`src/rtl/spinner_quad_emu.sv`:
```
// Arcade spinner quadrature emulator: mouse X deltas and D-pad accumulate into a
// signed position that a fixed-rate stepper drains as Gray-code steps. D-pad reload: SPINNER_DPAD_EN.
`timescale 1ns/1ps
module spinner_quad_emu #(
  parameter int CLK_DIV    = 8,
  parameter int STEP_DIV   = 1500,
  parameter int POLL_TICKS = 48000,
  parameter int SLOW_STEP  = 4,
  parameter int FAST_STEP  = 9,
  parameter int POS_W      = 12
) (
  input  logic             clk_48m,
  input  logic             reset,
  input  logic             mouse_strobe,
  input  logic [8:0]       mouse_x,
  input  logic             dpad_left,
  input  logic             dpad_right,
  input  logic             dpad_fast,
  output logic [1:0]       spinner,
  output logic             busy,
  output logic [POS_W-1:0] position
);

  localparam int PRE_W = (CLK_DIV > 1) ? $clog2(CLK_DIV) : 1;
  localparam int DIV_W = (STEP_DIV > 1) ? $clog2(STEP_DIV) : 1;

  typedef enum logic [1:0] {
    Q00 = 2'b00,
    Q01 = 2'b01,
    Q11 = 2'b11,
    Q10 = 2'b10
  } quad_t;

  quad_t quad_q, quad_d;

  logic [PRE_W-1:0]        prescale;
  logic [DIV_W-1:0]        step_div;
  logic                    ce;
  logic                    step_tick;
  logic                    step_pend, step_pend_d;
  logic                    busy_d;
  logic signed [POS_W-1:0] pos_q, pos_d;
  logic signed [POS_W-1:0] mouse_ext, sum, sat_val;
  logic                    take_sum;
  logic                    load;
  logic signed [POS_W-1:0] load_val;

  // Negative position walks the code "forward", positive walks it in reverse.
  function automatic quad_t quad_fwd(input quad_t q);
    case (q)
      Q00:     return Q01;
      Q01:     return Q11;
      Q11:     return Q10;
      default: return Q00;
    endcase
  endfunction

  function automatic quad_t quad_rev(input quad_t q);
    case (q)
      Q00:     return Q10;
      Q10:     return Q11;
      Q11:     return Q01;
      default: return Q00;
    endcase
  endfunction

  assign ce        = (prescale == '0);
  assign step_tick = ce && (step_div == '0);

  always_ff @(posedge clk_48m or negedge reset) begin
    if (!reset) begin
      prescale <= '0;
      step_div <= '0;
    end else begin
      prescale <= (prescale == PRE_W'(CLK_DIV - 1)) ? '0 : prescale + PRE_W'(1);
      if (ce)
        step_div <= (step_div == DIV_W'(STEP_DIV - 1)) ? '0 : step_div + DIV_W'(1);
    end
  end

`ifdef SPINNER_DPAD_EN
  localparam int POLL_W = $clog2(POLL_TICKS + 1);

  logic [POLL_W-1:0] poll_cnt;
  logic              dpad_held;
  logic [POS_W-1:0]  dpad_mag;

  assign dpad_held = dpad_left || dpad_right;
  assign load      = ce && dpad_held && (poll_cnt == POLL_W'(POLL_TICKS - 1));
  assign dpad_mag  = dpad_fast ? POS_W'(FAST_STEP) : POS_W'(SLOW_STEP);
  assign load_val  = dpad_right ? dpad_mag : -dpad_mag;

  always_ff @(posedge clk_48m or negedge reset) begin
    if (!reset)
      poll_cnt <= '0;
    else if (!dpad_held)
      poll_cnt <= '0;
    else if (ce)
      poll_cnt <= load ? '0 : poll_cnt + POLL_W'(1);
  end
`else
  logic unused_dpad;

  assign unused_dpad = ^{dpad_left, dpad_right, dpad_fast};
  assign load        = 1'b0;
  assign load_val    = '0;
`endif

  always_comb begin
    mouse_ext   = POS_W'(signed'(mouse_x));
    sum         = pos_q + mouse_ext;
    take_sum    = (pos_q[POS_W-1] != mouse_x[8]) || (sum[POS_W-1] == pos_q[POS_W-1]);
    sat_val     = pos_q[POS_W-1] ? {1'b1, {(POS_W-1){1'b0}}} : {1'b0, {(POS_W-1){1'b1}}};
    pos_d       = pos_q;
    quad_d      = quad_q;
    step_pend_d = step_pend;
    // A tick that loses to a load or strobe is replayed on the following cycle.
    if (load) begin
      pos_d       = load_val;
      step_pend_d = step_pend || step_tick;
    end else if (mouse_strobe) begin
      pos_d       = take_sum ? sum : sat_val;
      step_pend_d = step_pend || step_tick;
    end else if (step_tick || step_pend) begin
      step_pend_d = 1'b0;
      if (pos_q[POS_W-1]) begin
        pos_d  = pos_q + POS_W'(1);
        quad_d = quad_fwd(quad_q);
      end else if (pos_q != '0) begin
        pos_d  = pos_q - POS_W'(1);
        quad_d = quad_rev(quad_q);
      end
    end
    busy_d = (pos_d != '0);
  end

  always_ff @(posedge clk_48m or negedge reset) begin
    if (!reset) begin
      quad_q    <= Q00;
      pos_q     <= '0;
      busy      <= 1'b0;
      step_pend <= 1'b0;
    end else begin
      quad_q    <= quad_d;
      pos_q     <= pos_d;
      busy      <= busy_d;
      step_pend <= step_pend_d;
    end
  end

  assign spinner  = quad_q;
  assign position = pos_q;

endmodule

```
`config.mk`:
```
export PLATFORM = sky130hd
export DESIGN_NAME = spinner_quad_emu
export DESIGN_NICKNAME = d
export VERILOG_FILES = /design/src/rtl/spinner_quad_emu.sv
export SDC_FILE = /design/constraint.sdc
export NUM_CORES = 1
export LEC_CHECK = 0
export BUFFER_PORTS_ARGS = -buffer_cell sky130_fd_sc_hd__buf_2
export CAP_MARGIN = 20
export CORE_AREA = 2 2 73 75
export CTS_BUF_LIST = sky130_fd_sc_hd__clkbuf_4 sky130_fd_sc_hd__clkbuf_8
export CTS_CLUSTER_DIAMETER = 50
export DETAILED_ROUTE_END_ITERATION = 8
export DIE_AREA = 0 0 75 77
export PLACE_DENSITY = 0.74
export SYNTH_ARGS = -nofsm -noshare
export SYNTH_HDL_FRONTEND = slang
export SYNTH_SLANG_ARGS = --single-unit
```
`constraint.sdc`:
```
create_clock -name clk_48m -period 3.6 [get_ports clk_48m]
set_input_delay 0.72 -clock clk_48m [delete_from_list [all_inputs] [get_ports clk_48m]]
set_output_delay 0.72 -clock clk_48m [all_outputs]
set_load 0.05 [all_outputs]
```
# After elaboration in Yosys (flattened, before gate mapping)
# Index checks and enable logic that the tools add are counted.
# W data, S select, Z words.
[totals]
ff_bits = 30
latch_bits = 0
ramBits = 0
mem_bits_ro = 0
input_bits = 15
out_inout_bits = 15
wordCells = 44
mem_count = 0
[op_classes]
addsub = 5
multipliers = 0
div_mod_pow = 0
n_lt_le_gt_ge = 0
n_eq_ne = 7
n_shift = 0
mux = 14
bitwise = 1
n_reduce_logical = 11
[ops]
columns = ["operator", "n"]
rows = [
  ["$mux W12", 6],
  ["$reduce_bool A12 Y1", 2],
  ["$add A12 B2 Y12 const B", 1],
  ["$add A12 B9 Y12", 1],
  ["$pmux W2 S3", 2],
  ["$sub A12 B2 Y12 const B", 1],
  ["$add A11 B1 Y11 const B", 1],
  ["$eq A11 B11 Y1 const B", 1],
  ["$logic_not A11 Y1", 1],
  ["$mux W11", 1],
  ["$eq A2 B2 Y1 const B", 2],
  ["$mux W2", 2],
  ["$reduce_bool A2 Y1", 2],
  ["$add A3 B1 Y3 const B", 1],
  ["$eq A3 B3 Y1 const B", 1],
  ["$logic_not A3 Y1", 1],
  ["$mux W3", 1],
  ["$reduce_and A3 Y1", 1],
  ["$eq A2 B1 Y1 const B", 1],
  ["$logic_not A2 Y1", 1],
  ["$logic_or A1 B1 Y1", 2],
  ["$mux W1", 2],
  ["$eq A1 B1 Y1", 1],
  ["$logic_and A1 B1 Y1", 1],
  ["other kinds (2)", 2],
]

# Longest topological paths before layout
[depth]
depth_word = 6
depth_mapped = 10

# Worst setup path after synthesis
# OpenSTA, ideal clock, no wires.
[synth_path]
kind = "register to register"
startpoint = "reg pos_q[1] (netlist: position[1])"
endpoint = "reg busy"
setup_time_ns = 0.138
arrival_time_ns = 2.681
required_time_ns = 3.462
setup_slack_ns = 0.782
path_stages_with_launch = 11
n_path_buf = 1
period_less_slack_ns = 2.818
path_cell_list = "dfrtp_1 inv_1 ha_1 nor4b_4 and3_1 buf_2 or4b_1 a31oi_1 a31oi_1 a2111oi_2 nand4_1"
[synth_via]
elab_chain_cells = 6
word_cells_on_any_way = 12
classes_between = "add/sub (3); eq/ne (1); mux (5); reduce/logical (3)"
[synth_lines]
columns = ["element", "line", "source"]
rows = [
  ["from (decl)", "42", "logic signed [POS_W-1:0] pos_q, pos_d;"],
  ["from (signal assigned)", "145", "pos_q <= pos_d;"],
  ["$sub A12 B2 Y12, or another cell as far along", "130", "pos_d = pos_q - POS_W'(1);"],
  ["$mux W12 / $eq A1 B1 Y1 (equally long branches)", "129, 112", ""],
  ["$mux W12 / $logic_or A1 B1 Y1 (equally long branches)", "126, 112", ""],
  ["$mux W12, on equally long branches", "124, 122", ""],
  ["$mux W12 *", "121", "end else if (mouse_strobe) begin"],
  ["net pos_d[1]", "42", ""],
  ["$reduce_bool A12 Y1 *", "134", "busy_d = (pos_d != '0);"],
  ["net busy_d", "41", "logic busy_d;"],
  ["to (signal assigned)", "146", "busy <= busy_d;"],
  ["to (decl)", "20", "output logic busy,"],
]
# Mark *: on every way through the listed nets, which the timed path passes. The rest lies on a longest branch.
# A chain may end at the register's enable or synchronous reset.

# Worst setup path in the final report
[layout_path]
startpoint = "reg prescale[0]"
endpoint = "reg busy"
[layout_via]
elab_chain_cells = 6
[layout_lines]
columns = ["element", "line", "source"]
rows = [
  ["from (decl)", "36", "logic [PRE_W-1:0] prescale;"],
  ["from (signal assigned)", "75", "prescale <= (prescale == PRE_W'(CLK_DIV - 1)) ? '0 : prescale + PRE_W'(1);"],
  ["$logic_not A3 Y1", "67", "assign ce = (prescale == '0);"],
  ["$logic_and A1 B1 Y1", "68", "assign step_tick = ce && (step_div == '0);"],
  ["$logic_or A1 B1 Y1", "124", "end else if (step_tick || step_pend) begin"],
  ["$mux W12", "124", ""],
  ["$mux W12", "121", ""],
  ["$reduce_bool A12 Y1", "134", ""],
  ["net busy_d", "41", ""],
]
# The timed path passes the listed nets, and every way through them passes these cells.

==> impl_metrics.prom <==
# TYPE chip_impl_metric gauge
chip_impl_info{name="status",value="completed"} 1
chip_impl_metric{name="worst_slew_margin_rel",unit=""} 0.565
chip_impl_metric{name="finalSetupViolations",unit=""} 0
chip_impl_metric{name="dr.first_iter.drc_count",unit=""} 200
chip_impl_metric{name="die_w",unit="um"} 75
chip_impl_metric{name="layout_min_cycle_time",unit="ns"} 2.99
chip_impl_metric{name="crit_arrival",unit="ns"} 3.12
chip_impl_metric{name="clock_sinks",unit=""} 30
chip_impl_metric{name="tightestPinTransition",unit="ns"} 0.653
chip_impl_metric{name="cts_hold_repair.buffers",unit=""} 0
chip_impl_info{name="synth_top_flop_cell",value="sky130_fd_sc_hd__dfrtp_1"} 1
chip_impl_metric{name="synthesis.yosys.warnings",unit=""} 0
chip_impl_metric{name="floorplan.initialDensity",unit=""} 0.535
chip_impl_metric{name="drive_gt1_frac",unit=""} 0.147
chip_impl_metric{name="postCtsResizedCells",unit=""} 0
chip_impl_metric{name="syn_to_layout_area_delta",unit="%"} 10.9
chip_impl_info{name="crit_start_category",value="register"} 1
chip_impl_metric{name="ys_async_sr_fraction",unit=""} 1.00
chip_impl_info{name="synth_top_area_cell",value="sky130_fd_sc_hd__dfrtp_1"} 1
chip_impl_metric{name="timing.fmax",unit="MHz"} 334
chip_impl_metric{name="finalWirelength",unit="um"} 6570
chip_impl_metric{name="num_io_pins",unit=""} 30
chip_impl_metric{name="synth.net_count",unit=""} 347
chip_impl_metric{name="finalWorstSetupSlack",unit="ns"} 0.605
chip_impl_metric{name="floorplan.die_area",unit="um2"} 5780
chip_impl_metric{name="seq_area_frac_synth",unit=""} 0.282
chip_impl_metric{name="postCtsSetupRepairBufs",unit=""} 0
chip_impl_info{name="cts_tree",value="built"} 1
chip_impl_metric{name="place.detailed.hpwl",unit="um"} 4990
chip_impl_metric{name="design_area",unit="um2"} 2950
chip_impl_metric{name="gp_congestion",unit=""} 0.832
chip_impl_metric{name="dpl_worst_slack",unit="ns"} 0.329
chip_impl_info{name="cts.root.buffer_cell",value="sky130_fd_sc_hd__clkbuf_8"} 1
chip_impl_metric{name="final_clock_skew",unit="ns"} 0.00492
chip_impl_metric{name="synth.distinct_cells",unit=""} 63
chip_impl_metric{name="globalRoute.totalOverflow",unit=""} 0
chip_impl_metric{name="ys_seq_elements",unit=""} 30
chip_impl_metric{name="path_clk_slew",unit="ns"} 0.07
chip_impl_metric{name="drc_errors",unit=""} 0
chip_impl_info{name="netlist_top_cells_area",value="sky130_fd_sc_hd__dfrtp_1 28%, sky130_fd_sc_hd__ha_1 8.9%, sky130_fd_sc_hd__nor2_1 4.1%"} 1
chip_impl_metric{name="drt_first_pass_iters",unit=""} 5
chip_impl_info{name="yosysMostFrequentCell",value="sky130_fd_sc_hd__dfrtp_1"} 1
chip_impl_metric{name="portBuffers",unit=""} 26
chip_impl_metric{name="number_of_global_route_vias_before_repair",unit=""} 2395
chip_impl_metric{name="placed_area",unit="um2"} 2840
chip_impl_metric{name="insertedDiodeCount",unit=""} 0
chip_impl_info{name="synth.top_cells.by_count",value="30 x sky130_fd_sc_hd__dfrtp_1, 29 x sky130_fd_sc_hd__nor2_1, 22 x sky130_fd_sc_hd__nand2_1"} 1
chip_impl_metric{name="power-per-cell-area",unit="nW/um2"} 755
chip_impl_metric{name="number_of_flops_mapped_to_enable_cells_by_yosys",unit=""} 0
chip_impl_metric{name="finalHoldViolCount",unit=""} 0
chip_impl_metric{name="die_height",unit="um"} 77
chip_impl_metric{name="detailroute.via_count",unit=""} 2512
chip_impl_metric{name="max-cap-violations",unit=""} 0
chip_impl_info{name="endpoint_class_of_the_critical_path",value="register"} 1
chip_impl_info{name="hold_wc_path_type",value="in2async"} 1
chip_impl_metric{name="fin_crit_sh",unit=""} 0.832
chip_impl_metric{name="detail_route.wl_per_cell",unit="um"} 16.3
chip_impl_metric{name="std_cell_rows",unit=""} 26
chip_impl_metric{name="finish.utilization",unit=""} 0.594
chip_impl_metric{name="critical_path_required",unit="ns"} 3.73
chip_impl_metric{name="antenna_viol_nets_final",unit=""} 0
chip_impl_metric{name="numCtsBuffers",unit=""} 5
chip_impl_metric{name="power.static_leakage",unit="uW"} 0.00123
chip_impl_metric{name="grt_antenna_before_repair",unit=""} 0
chip_impl_metric{name="cts-htree-levels",unit=""} 2
chip_impl_metric{name="clk_latency",unit="ns"} 0.28
chip_impl_metric{name="grt_first_pass_wirelength",unit="um"} 11300
chip_impl_info{name="grt_setup_unrepaired",value="false"} 1
chip_impl_info{name="criticalPathCategory",value="reg2reg"} 1
chip_impl_metric{name="yosysTopAreaCellShare",unit=""} 0.282
chip_impl_metric{name="post_synthesis_mean_instance_area",unit="um2"} 8.53
chip_impl_metric{name="grtUsageTotal",unit=""} 0.249
chip_impl_metric{name="final_nets",unit=""} 369
chip_impl_metric{name="core",unit="um2"} 4980
chip_impl_metric{name="biggest_fanout_along_the_worst_timing_path",unit=""} 9
chip_impl_metric{name="fin_tns_setup",unit="ns"} 0
chip_impl_metric{name="grt_start_max_net_pins",unit=""} 31
chip_impl_metric{name="via_per_inst",unit=""} 6.22
chip_impl_metric{name="vdd.ir_drop.worst",unit="mV"} 0.467
chip_impl_metric{name="worst-r2r-cell-count",unit=""} 9
chip_impl_metric{name="synthesis.area",unit="um2"} 2660
chip_impl_metric{name="synth_cells",unit=""} 312
chip_impl_metric{name="max_slew_violations",unit=""} 0
chip_impl_metric{name="layout.filler_cells",unit=""} 462
chip_impl_metric{name="number_of_buffers_on_the_longest_clock_path",unit=""} 2
routing by layer:
layer  up-vias  wire length [um]  GRT usage
li1       1224                 -          -
met2        79              3200      0.411
met1      1200              2980      0.328
met5         -                 0          0
met3         9               306     0.0420
met4         0                78     0.0696
path summary, 6_finish.rpt:
check | start | end | slack (ns)
worst max-delay path | prescale[0]$_DFF_PN0_ | busy$_DFF_PN0_ | 0.61
worst min-delay path | reset | step_div[3]$_DFFE_PN0P_ | 0.46
worst max register to register | prescale[0]$_DFF_PN0_ | busy$_DFF_PN0_ | 0.61
worst min register to register | prescale[0]$_DFF_PN0_ | prescale[0]$_DFF_PN0_ | 0.47
max in group asynchronous | reset | position[5]$_DFF_PN0_ | 2.72
min in group clk_48m | prescale[0]$_DFF_PN0_ | prescale[0]$_DFF_PN0_ | 0.47
metrics by stage:
step / hold WS, ns / total power (uW) / instances
after floorplan: 0.422 / 1570 / 312
after global placement: 0.438 / 1840 / 397
after detailed placement: 0.461 / 1870 / 397
after CTS: 0.469 / 2220 / 404
after global routing: 0.491 / 2390 / 404
final: 0.459 / 2230 / 404
logic make-up (layout without fill, tap and decap cells):
group / after synthesis / in the layout / share of synthesized area
mux: 1 / 1 / 0.00423
compound gates: 89 / 89 / 0.242
simple gates: 125 / 125 / 0.270
fa+ha+maj: 20 / 20 / 0.0968
buf+inv: 29 / 51 / 0.0456
flops: 30 / 30 / 0.282
xor+xnor: 18 / 18 / 0.0592
critical path, stage by stage, from the launching register on:
cell and delay [ns]:
sky130_fd_sc_hd__dfrtp_1 0.40, sky130_fd_sc_hd__inv_1 0.07, sky130_fd_sc_hd__ha_1 0.18, sky130_fd_sc_hd__nor3b_2 0.33
sky130_fd_sc_hd__a41oi_2 0.33, sky130_fd_sc_hd__a221o_1 0.44, sky130_fd_sc_hd__a211oi_2 0.35, sky130_fd_sc_hd__nand3_1 0.16
sky130_fd_sc_hd__a211oi_1 0.40, sky130_fd_sc_hd__nand4_1 0.16
layout by cell type (no fill, tap or decap), drive strengths merged, types with 8 or more instances in the layout:
master | synthesis | layout
nor2 | 29 | 29
a21oi | 13 | 13
nand3 | 12 | 12
a31oi | 8 | 8
inv | 13 | 13
ha | 19 | 19
buf | 11 | 30
xnor2 | 11 | 11
dfrtp | 30 | 30
nand4 | 8 | 8
nor3 | 13 | 13
o21ai | 11 | 11
o211ai | 12 | 12
nand2 | 22 | 22
sequential cells by signal, indices dropped and copies added (netlist names):
register and cells:
busy 1, position 12, step_pend 1, prescale 3, spinner 2, step_div 11
layout make-up:
type,instances,area (um2),share of cell area
Inverter,14,52.6,0.0178
Sequential cell,30,751,0.254
Tap cell,70,87.6,0.0296
Timing Repair Buffer,30,160,0.0542
Multi-Input combinational cell,253,1790,0.606
Clock buffer,6,82.6,0.0280
Clock inverter,1,30.0,0.0102
report_power, final:
group          switching (uW)  internal [uW]  total, uW
combinational             837            464       1300
clock                     134            221        355
sequential                171            404        575
total                    1140           1090       2230
Note: power is estimated with default switching activity, not from simulation.
